[src/rtl/pattern_det_sched.sv]
// pattern_det_sched
// -----------------
// Round-robin front end that time-shares one serial pattern detector among
// NREQ requesters. A granted requester's WLEN-bit word is latched, the
// detector is cleared, the word is shifted out MSB first on det_ip (one bit
// per clock), and the detector count is captured and returned with a
// one-cycle done pulse tagged with the requester id.
//
// Ports:
//   clk       system clock, all state on the rising edge
//   reset     asynchronous, active-low reset
//   req       per-requester request level (sampled only in IDLE)
//   req_data  packed words, requester i uses bits [i*WLEN +: WLEN]
//   gnt       one-hot, one-cycle grant pulse
//   busy      high whenever a transaction is in progress
//   det_clr   synchronous clear to the detector, pulsed with the grant
//   det_ip    serial bit to the detector
//   det_cnt   detector count
//   done      one-cycle result-valid pulse
//   done_id   id of the requester whose result is on result
//   result    captured detector count, held until the next done
module pattern_det_sched #(
    parameter int NREQ = 4,
    parameter int WLEN = 8,
    parameter int CW   = 4,
    parameter int IDW  = 2
) (
    input  logic                 clk,
    input  logic                 reset,
    input  logic [NREQ-1:0]      req,
    input  logic [NREQ*WLEN-1:0] req_data,
    output logic [NREQ-1:0]      gnt,
    output logic                 busy,
    output logic                 det_clr,
    output logic                 det_ip,
    input  logic [CW-1:0]        det_cnt,
    output logic                 done,
    output logic [IDW-1:0]       done_id,
    output logic [CW-1:0]        result
);

    localparam int BW = (WLEN > 1) ? $clog2(WLEN) : 1;

    typedef enum logic [2:0] {
        ST_IDLE   = 3'd0,
        ST_CLR    = 3'd1,
        ST_SHIFT  = 3'd2,
        ST_SETTLE = 3'd3,
        ST_REPORT = 3'd4
    } state_t;

    // First set request at or after ptr, wrapping modulo NREQ.
    function automatic logic [IDW-1:0] f_rr_pick(
        input logic [NREQ-1:0] req_v,
        input logic [IDW-1:0]  ptr
    );
        logic [IDW-1:0] pick;
        logic           found;
        int             idx;
        pick  = {IDW{1'b0}};
        found = 1'b0;
        for (int i = 0; i < NREQ; i++) begin
            idx = (int'(ptr) + i) % NREQ;
            if (!found && req_v[idx]) begin
                pick  = IDW'(idx);
                found = 1'b1;
            end
        end
        return pick;
    endfunction

    state_t          r_state;
    logic [IDW-1:0]  r_ptr;
    logic [IDW-1:0]  r_id;
    logic [WLEN-1:0] r_word;
    logic [BW-1:0]   r_bit;
    logic [NREQ-1:0] r_gnt;
    logic            r_busy;
    logic            r_det_clr;
    logic            r_det_ip;
    logic            r_done;
    logic [IDW-1:0]  r_done_id;
    logic [CW-1:0]   r_result;

    logic            w_any_req;
    logic [IDW-1:0]  w_pick_id;
    logic [WLEN-1:0] w_pick_word;
    logic [IDW-1:0]  w_next_ptr;
    logic [NREQ-1:0] w_gnt_vec;

    assign w_any_req   = |req;
    assign w_pick_id   = f_rr_pick(req, r_ptr);
    assign w_pick_word = req_data[int'(w_pick_id)*WLEN +: WLEN];
    assign w_gnt_vec   = {{(NREQ-1){1'b0}}, 1'b1} << w_pick_id;
    // Pointer moves just past the winner so it becomes lowest priority.
    assign w_next_ptr  = (w_pick_id == IDW'(NREQ-1)) ? {IDW{1'b0}}
                                                     : w_pick_id + IDW'(1);

    // Scheduler FSM with all outputs registered.
    always_ff @(posedge clk or negedge reset) begin
        if (!reset) begin
            r_state   <= ST_IDLE;
            r_ptr     <= {IDW{1'b0}};
            r_id      <= {IDW{1'b0}};
            r_word    <= {WLEN{1'b0}};
            r_bit     <= {BW{1'b0}};
            r_gnt     <= {NREQ{1'b0}};
            r_busy    <= 1'b0;
            r_det_clr <= 1'b0;
            r_det_ip  <= 1'b0;
            r_done    <= 1'b0;
            r_done_id <= {IDW{1'b0}};
            r_result  <= {CW{1'b0}};
        end else begin
            case (r_state)
                ST_IDLE: begin
                    r_det_ip <= 1'b0;
                    r_done   <= 1'b0;
                    if (w_any_req) begin
                        r_id      <= w_pick_id;
                        r_word    <= w_pick_word;
                        r_ptr     <= w_next_ptr;
                        r_gnt     <= w_gnt_vec;
                        r_det_clr <= 1'b1;
                        r_busy    <= 1'b1;
                        r_state   <= ST_CLR;
                    end else begin
                        r_gnt     <= {NREQ{1'b0}};
                        r_det_clr <= 1'b0;
                        r_busy    <= 1'b0;
                        r_state   <= ST_IDLE;
                    end
                end
                ST_CLR: begin
                    r_gnt     <= {NREQ{1'b0}};
                    r_det_clr <= 1'b0;
                    r_det_ip  <= r_word[WLEN-1];
                    r_bit     <= BW'(WLEN-1);
                    r_state   <= ST_SHIFT;
                end
                ST_SHIFT: begin
                    // r_bit indexes the bit currently on det_ip; once bit 0
                    // has been presented the line returns low.
                    if (r_bit == {BW{1'b0}}) begin
                        r_det_ip <= 1'b0;
                        r_state  <= ST_SETTLE;
                    end else begin
                        r_det_ip <= r_word[r_bit - BW'(1)];
                        r_bit    <= r_bit - BW'(1);
                        r_state  <= ST_SHIFT;
                    end
                end
                ST_SETTLE: begin
                    // Detector took the last bit on the previous edge, so its
                    // count is final here; captured without modification.
                    r_det_ip  <= 1'b0;
                    r_result  <= det_cnt;
                    r_done_id <= r_id;
                    r_done    <= 1'b1;
                    r_state   <= ST_REPORT;
                end
                ST_REPORT: begin
                    r_done  <= 1'b0;
                    r_busy  <= 1'b0;
                    r_state <= ST_IDLE;
                end
                default: begin
                    r_gnt     <= {NREQ{1'b0}};
                    r_det_clr <= 1'b0;
                    r_det_ip  <= 1'b0;
                    r_done    <= 1'b0;
                    r_busy    <= 1'b0;
                    r_state   <= ST_IDLE;
                end
            endcase
        end
    end

    assign gnt     = r_gnt;
    assign busy    = r_busy;
    assign det_clr = r_det_clr;
    assign det_ip  = r_det_ip;
    assign done    = r_done;
    assign done_id = r_done_id;
    assign result  = r_result;

endmodule

[config.mk]
export PLATFORM = sky130hd
export DESIGN_NAME = pattern_det_sched
export DESIGN_NICKNAME = d
export VERILOG_FILES = /design/src/rtl/pattern_det_sched.sv
export SDC_FILE = /design/constraint.sdc
export NUM_CORES = 1
export LEC_CHECK = 0
export ABC_AREA = 1
export CAP_MARGIN = 20
export CORE_MARGIN = 8
export CORE_UTILIZATION = 35
export DETAILED_ROUTE_END_ITERATION = 8
export GPL_ROUTABILITY_DRIVEN = 0
export SYNTH_ARGS = -nofsm -noshare
export SYNTH_HDL_FRONTEND = slang
export SYNTH_SLANG_ARGS = --single-unit
[constraint.sdc]
create_clock -name clk -period 3.8 [get_ports clk]
set_input_delay 0.76 -clock clk [delete_from_list [all_inputs] [get_ports clk]]
set_output_delay 0.76 -clock clk [all_outputs]
set_load 0.05 [all_outputs]
Word-level counts from Yosys, hierarchy flattened --
Index checks and enable logic that the tools add are counted.
Storage, ports and cells: bits in registers 32, latch bits 0, memory bits (writable) 0, ROM bits 0, input port bits 42, output and inout bits 14, memories 0
Cells by class: add/sub/neg operators 5, multiply operators 0, divide/modulo/power cells 0, magnitude comparators 5, eq/ne operators 6, shift operators 2, mux-type cells 34, bitwise gates (word level) 3, reduce and logical (&&, ||, !) cells 18
Operators by type and width (number):
- 32-bit by 6-bit indexed part select with 8-bit output | 1
- 3-bit by 4-bit < comparator with 1-bit output (second input constant) | 4
- 1-bit two-way mux | 15
- 3-bit case mux with 4 select lines | 1
- 2-bit two-way mux | 5
- 1-bit binary-select mux with 2-bit select | 4
- 4-bit case mux with 2 select lines | 1
- 2-bit OR reduction | 4
- 3-bit by 2-bit equality test with 1-bit output (second input constant) | 2
- 3-bit zero test | 2
- 1-bit case mux with 2 select lines | 3
- 3-bit case mux with 2 select lines | 1
- 3-bit OR reduction | 2
- 2-bit by 1-bit adder with 2-bit output (second input constant) | 2
- 2-bit adder (second input constant) | 2
- 4-bit two-way mux | 1
- 2-bit AND reduction | 2
- 4-bit OR reduction | 1
- 1-bit by 2-bit left shift with 4-bit output (first input constant) | 1
- 1-bit bitwise AND (first input constant) | 3
- 1-bit binary-select mux with 3-bit select | 1
- 3-bit by 1-bit equality test with 1-bit output (second input constant) | 1
- 3-bit equality test (second input constant) | 1
- 1-bit logical AND | 3
- other kinds (8) | 10

Depth between registers and ports, before layout --
Gate-level depths: netlist of run 1.
depth in word-level cells 17, depth in mapped cells 18, gate-level depth less buffers 16

Least setup slack after synthesis of run 1 --
No wires, ideal clock.
path type input to register, start input port req[1], end register r_ptr[1], setup time 127 ps, arrival time 1913 ps, data required time 3673 ps, slack 1760 ps, cell stages on the path 12, path buffers 1, cells stage by stage inv_1 nand2_1 nand3_1 nand2_2 nor2_1 nand2_1 nand2_2 nand2_4 buf_8 ha_1 nand2_1 o21ai_0
On the way: cells in the longest elaborated chain, start to end 14, elaborated cells on any way between the ends 29
Ends and longest elaborated chain:
- start, declared | RTL line 30 | input logic [NREQ-1:0] req,
- 1-bit binary-select mux with 2-bit select | RTL line 64 | if (!found && req_v[idx]) begin
- 1-bit two-way mux (not written as such) | RTL line 64
- 1-bit two-way mux | RTL line 64
- 1-bit zero test | RTL line 64
- 1-bit logical AND | RTL line 64
- 1-bit two-way mux | RTL line 64
- 1-bit zero test | RTL line 64
- 1-bit logical AND | RTL line 64
- 1-bit two-way mux | RTL line 64
- 1-bit zero test | RTL line 64
- 1-bit logical AND | RTL line 64
- 2-bit two-way mux (*) | RTL line 64
- 2-bit by 1-bit adder with 2-bit output or 2-bit equality test (tied branches) | RTL line 97, 96
- 2-bit two-way mux (*) | RTL line 96 | assign w_next_ptr = (w_pick_id == IDW'(NREQ-1)) ? {IDW{1'b0}}
- net w_next_ptr[1] | RTL line 88 | logic [IDW-1:0] w_next_ptr;
- end signal, assigned | RTL line 103 | r_ptr <= {IDW{1'b0}};
- end signal, assigned | RTL line 122 | r_ptr <= w_next_ptr;
- end, declared | RTL line 73 | logic [IDW-1:0] r_ptr;
The timed path passes the listed nets; every way through them passes the cells marked *. The select of a mux whose other input is x is not followed. A chain may end at the register's enable or synchronous reset.

Worst setup path after layout of run 1 --
Ends and elaborated chain as after synthesis.

==> run metrics, run 1 <==
Inserted Clock Buffers 5; first-pass GRT wire length approximately 8000 microns; synth cell count leaders 130 x nand2_1, 32 x dfrtp_1, 26 x inv_1, 22 x nand3_1, 11 x o21ai_0; initial core utilization 36.24%; clock group share of total power 11.0%; CP Launch Point req[1]; EDFF count, synth 0; largest cells by area after synthesis dfrtp_1 40%, nand2_1 24%, nand3_1 5.5%, inv_1 4.9%, o21ai_0 2.8%; prevailing post-synth register cell dfrtp_1; total of max-cap violations 0; Largest delay share family, worst path simple AND/OR/NAND/NOR gates; Die Y slightly above 90 microns; sw frac between 50% and 60%; pwr dens just over 900 mW/mm^2; CP arrival 2.62 ns; placed insts 403; final setup fails 0; CP Max Fanout 18; syn avg cell area 7.102 sq um; Crit Path Category primary input to register; FF-to-FF setup slack 1.60 ns; final instance area 0.002680 sq mm; IO buf count 55; Max Root-Sink Buffers 2; root buf cell clkbuf_8; hold_buf cts 0; FF-to-FF path depth 11; Via density roughly 4.6; Tot Pwr between 2 and 2.5 mW; CP Data Required Time about 4 ns; final hold vios 0; ant diodes 0; CORE AREA approximately 0.0055 sq mm; final net count 383; synthesized cell area 0.001996 sq mm; share of layout cells above drive strength 1 ~7.7%; Rel. slew slack 65.39%; Setup crit end r_ptr[1]; Worst R2R Start r_ptr[0]; dpl hpwl 3710 microns; Startpoint Class primary input; Netlist cell types 35; Async SR Flop Fraction 100.0%; YS warnings 0; largest net degree at the start of global routing 33; syn nets 326; critical path capture point type register; # DRC 0; die area 0.008374 sq mm; Yosys reg bits 32; Clock Sinks 32; Tightest Pin Transition 0.5176 ns; Worst R2R End r_ptr[1]; placed cell areas ~0.0026 sq mm; Row Count 27; detailed router's first-iteration violation count 85; antenna-violating nets left 0; worst path bufs/invs 3; fraction of the cycle the final worst path needs about 65%; Psw 1.270 mW; H-tree lvl count 2; Internal 1.180 mW; WP depth 13; # resized after CTS 0; sequential share of power 24.3%; synthesized instance count 281; Non-Filler Instances 411; remaining global-route overflow 0; post-synth top area cell dfrtp_1; cell with the most instances after synthesis nand2_1; Die W 91.51 microns; Logic pwr share 64.8%; Post-CTS Setup Bufs 0; vias around 1900; CTS tree built; vias in the first global route 1866; Most Frequent Cell on Critical Path nand2_1; Max VDD drop 406.3 uV; Slew Limit Fails 0; crit-path cells clkdlybuf4s50_1 -> inv_1 -> nand2_1 -> nand3_1 -> nand2_2 -> inv_1 -> nand2_1 -> nand2_1 -> nand2_2 -> nand2_4 -> ha_1 -> nand2_1 -> o21ai_0; worst skew pair latency 0.28 ns; RSZ-0062 raised after global routing no; WL per Instance 11.53 microns; total track usage 11.48%; clock-pin slew on the worst setup and hold paths 0.06 ns; drt first pass iters 4; worst hold path class register to register; fmax between 400 and 500 MHz; LEAKAGE 1.346 nW; slowest CP cell clkdlybuf4s50_1; Fin Hold WS 0.4691 ns; register area share after synthesis 40.13%; status finished clean; initial antenna violation count 0; share of the synthesized area in the top cell type 40.13%; setup tns final 0 ns; Routed WL 4737 microns; crit path time final 2.473 ns; Layout area overhead 34.29%; clk_skew 0.005299 ns; Ports between 50 and 60; Worst path max stage delay between 0.4 and 0.5 ns
placed cells by master (no fill, tap or decap), types with 2 or more instances in the layout:
| cell | n |
|---|---|
| nor2_1 | 10 |
| clkbuf_1 | 2 |
| nand3b_1 | 5 |
| inv_2 | 3 |
| buf_4 | 2 |
| nor2_4 | 2 |
| nor3_1 | 2 |
| o21ai_0 | 11 |
| ha_1 | 3 |
| inv_1 | 26 |
| nand3_1 | 22 |
| nand4_1 | 2 |
| clkdlybuf4s50_1 | 55 |
| clkbuf_8 | 6 |
| nand2_2 | 7 |
| a21oi_1 | 3 |
| nand2_1 | 130 |
| dfrtp_1 | 32 |
worst reg2reg max path, stage by stage (launching register included):
cell	delay, ns
dfrtp_1	0.47
inv_2	0.24
nand2_1	0.12
nand3_1	0.12
nand2_2	0.10
nor2_1	0.09
nand2_1	0.07
nand2_2	0.20
nand2_4	0.18
ha_1	0.32
nand2_1	0.07
o21ai_0	0.08
power groups by stage:
| stage | clock, mW | combinational [mW] | sequential (mW) |
|---|---|---|---|
| finish | 0.269 | 1.59 | 0.594 |
| detailed placement | 0 | 1.60 | 0.602 |
| global route | 0.286 | 1.79 | 0.615 |
| CTS | 0.271 | 1.61 | 0.596 |
| floorplan | 0 | 1.09 | 0.773 |
| global placement | 0 | 1.58 | 0.603 |
registers in the layout, summed over array words and instances, names as in the netlist:
| name | cells |
|---|---|
| busy | 1 |
| r_word | 8 |
| result | 4 |
| det_ip | 1 |
| done | 1 |
| r_bit | 3 |
| r_state | 3 |
| done_id | 2 |
| r_ptr | 2 |
| gnt | 4 |
| det_clr | 1 |
| r_id | 2 |
area by class of cell:
| class | instances | area [sq um] |
|---|---|---|
| fill | 561 | 2826 |
| multi-input combinational | 212 | 1018 |
| sequential | 32 | 800.8 |
| timing repair buffer | 57 | 565.5 |
| inverter | 30 | 115.1 |
| clock buffer | 8 | 90.09 |
| tap | 72 | 90.09 |
layer usage:
metal | track usage [%] | vias up | part of all wire (%)
li1 | - | 995 | -
met1 | 14.51 | 835 | 49
met2 | 18.79 | 48 | 46
met3 | 2.140 | 6 | 3.2
met4 | 4.502 | 0 | 1.5
met5 | 0 | - | 0
metrics by stage:
stage	worst slack (ns)	util, %
final	1.327	48.67
after detailed placement	1.055	47.03
after floorplan	1.760	-
after global placement	1.099	47.03
after global routing	1.124	48.67
after CTS	1.331	48.67
worst min path at each step:
stage          slack [ns]  cells after the start   endpoint      start
6_report             0.47                      2  result[0]  result[0]
4_1_cts              0.47                      2  result[0]  result[0]
2_1_floorplan        0.45                      2  r_word[0]  r_word[0]
3_5_place_dp         0.46                      2  result[0]  result[0]
3_3_place_gp         0.46                      2  result[0]  result[0]
5_1_grt              0.50                      2  result[0]  result[0]
kinds of logic after synthesis:
group           after synthesis  synth area share (%)
simple gates                185                 41.51
buf+inv                      37                 8.839
flops                        32                 40.13
compound gates               22                 6.646
fa+ha+maj                     3                 1.881
xor+xnor                      1                0.4390
mux                           1                0.5642
Note: power is estimated with default switching activity, not from simulation.
==> run 2, diff against run 1 <==
- clock period: 3.8 -> 2.45 ns (I/O delays scaled with it)
==> run 2 against run 1 <==
Clock power grew 36%. Routed wire length shrank 1.1%. First-iteration DRC count down 8.2%. Combinational power rose by 58%. Sequential share of layout area fell by 0.11 points. Total power up 55%. Final cell count rose by 0.49%. Sequential cell count is the same. Clock-buffer cell count fell by 2. Critical endpoint unchanged.
==> run metrics, run 2 (synthesis results as in run 1) <==
status finished clean; Post-CTS Setup Bufs 0 (unchanged); commonest non-fill, non-tap cells in the layout 130 x nand2_1, 55 x clkdlybuf4s50_1, 32 x dfrtp_1; Tot Pwr 3.795 mW (+55%); H-tree lvl count 2 (unchanged); FF/Latch Area 800.8 sq um (unchanged); CP Max Fanout 18 (unchanged); dpl hpwl 3690 microns (-0.54%); fmax 487.1 MHz; Worst R2R Start r_ptr[0]; pwr dens 1411 mW/mm^2 (+54%); Most Frequent Cell on Critical Path nand2_1; LEAKAGE 1.355 nW (+0.70%); Clock Sinks 32 (unchanged); Hold Path Depth 2 (unchanged); # DRC 0 (unchanged); vias 1884 (unchanged); Worst path max stage delay 0.47 ns (about the same); Hold EP result[2]; initial core utilization 36.24% (unchanged); root buf cell clkbuf_8; Rel. slew slack 66.07% (+0.69 points); critical path capture point type register; Startpoint Class primary input; Max Root-Sink Buffers 2 (unchanged); WL per Instance 11.34 microns (-1.6%); largest net degree at the start of global routing 33 (unchanged); slowest CP cell clkdlybuf4s50_1; final setup fails 0 (unchanged); clk_skew 0.005455 ns (+0.0001559 ns); final net count 386 (+0.78%); remaining global-route overflow 0 (unchanged); share of layout cells above drive strength 1 8.504% (+0.83 points); CORE AREA 0.005507 sq mm (unchanged); vias in the first global route 1780 (-4.6%); crit-path cells clkdlybuf4s50_1 -> inv_1 -> nand2_1 -> nand2_1 -> o21ai_0 -> nand2_1 -> nand2_1 -> nand2_2 -> nand2_4 -> ha_1 -> nand2_1 -> o21ai_0; Ports 56 (unchanged); total of max-cap violations 0 (unchanged); ant diodes 0 (unchanged); Worst R2R End r_ptr[1]; setup tns final 0 ns (unchanged); Tightest Pin Transition 0.5073 ns (-0.01027 ns); drt first pass iters 4 (unchanged); Largest Register r_word; Crit Path Category primary input to register; FF-to-FF setup slack 0.43 ns (-1.17 ns); final hold vios 0 (unchanged); Slew Limit Fails 0 (unchanged); Via density 4.562 (-0.48%); hold_buf cts 0 (unchanged); Die W 91.51 microns (unchanged); first-pass GRT wire length 7810 microns (-3.6%); worst skew pair latency 0.27 ns (about the same); Largest register FFs 8 (unchanged); most common cell after layout, fill and taps aside nand2_1; fill count 553 (-1.4%); Max VDD drop 502.9 uV (+24%); worst setup margin 0.3969 ns (-0.9304 ns); CP Data Required Time 2.60 ns (-1.35 ns); final core utilization 48.85% (+0.18 points); Row Count 27 (unchanged); Layout area overhead 34.80%; antenna-violating nets left 0 (unchanged); worst hold start result[2]; detailed router's first-iteration violation count 78 (-8.2%); # resized after CTS 0 (unchanged); Routed WL 4683 microns (-1.1%); Place WS 0.1264 ns (-0.9288 ns); RSZ-0062 raised after global routing no; total track usage 11.08% (-0.40 points); CTS tree built; IO buf count 55 (unchanged); initial antenna violation count 0 (unchanged); FF-to-FF path depth 11 (unchanged); die area 0.008374 sq mm (unchanged); Inserted Clock Buffers 5 (unchanged); Die Y 91.51 microns (unchanged); CP arrival 2.21 ns (-0.41 ns); fraction of the cycle the final worst path needs a little over four fifths; placed cell areas 0.002613 sq mm (+0.87%); multi-input logic area 0.001018 sq mm (unchanged); clock-pin slew on the worst setup and hold paths 0.06 ns (about the same); worst hold path class register to register; crit path time final around 2.1 ns; final instance area 0.002690 sq mm (+0.37%)
## run 2: report_power, final
group	switching (mW)	internal, mW
clock	0.174	0.193
combinational	1.64	0.870
sequential	0.151	0.770
## run 2: worst max-delay path by stage
stage | startpoint | end | slack (ns) | cells after the start
6_report | req[1] | r_ptr[1] | 0.40 | 12
5_1_grt | r_ptr[0] | r_ptr[1] | 0.24 | 11
4_1_cts | req[1] | r_ptr[1] | 0.41 | 12
3_5_place_dp | req[0] | r_ptr[1] | 0.13 | 12
3_3_place_gp | req[3] | r_ptr[1] | 0.16 | 10
2_1_floorplan | r_ptr[0] | r_ptr[1] | 0.63 | 16
## run 2: area by class of cell
| class | instances | share of cell area [%] |
|---|---|---|
| Clock buffer | 6 | 2.698 |
| Inverter | 30 | 4.279 |
| Sequential cell | 32 | 29.77 |
| Tap cell | 72 | 3.349 |
| Timing Repair Buffer | 60 | 21.86 |
| Multi-Input combinational cell | 212 | 37.86 |
| Clock inverter | 1 | 0.1860 |
## run 2: critical path: cells and delay by family
family                   cells  cell delay [ns]
AO/OA/AOI/OAI                2             0.29
adder cells (fa/ha/maj)      1             0.26
buffers and inverters        2             0.52
AND/OR/NAND/NOR              7             0.63
## run 2: per-layer routing
layer | up-vias | global-route usage, % | share of wire [%]
met4 | 0 | 3.683 | 0.92
met5 | - | 0 | 0
met2 | 52 | 18.07 | 47
met3 | 6 | 2.634 | 5.1
li1 | 999 | - | -
met1 | 827 | 13.96 | 47
## run 2: stage by stage
step,instances,hold slack [ns]
floorplan,281,0.1944
global placement,406,0.4536
detailed placement,406,0.4579
CTS,413,0.4752
global route,413,0.5042
finish,413,0.4696
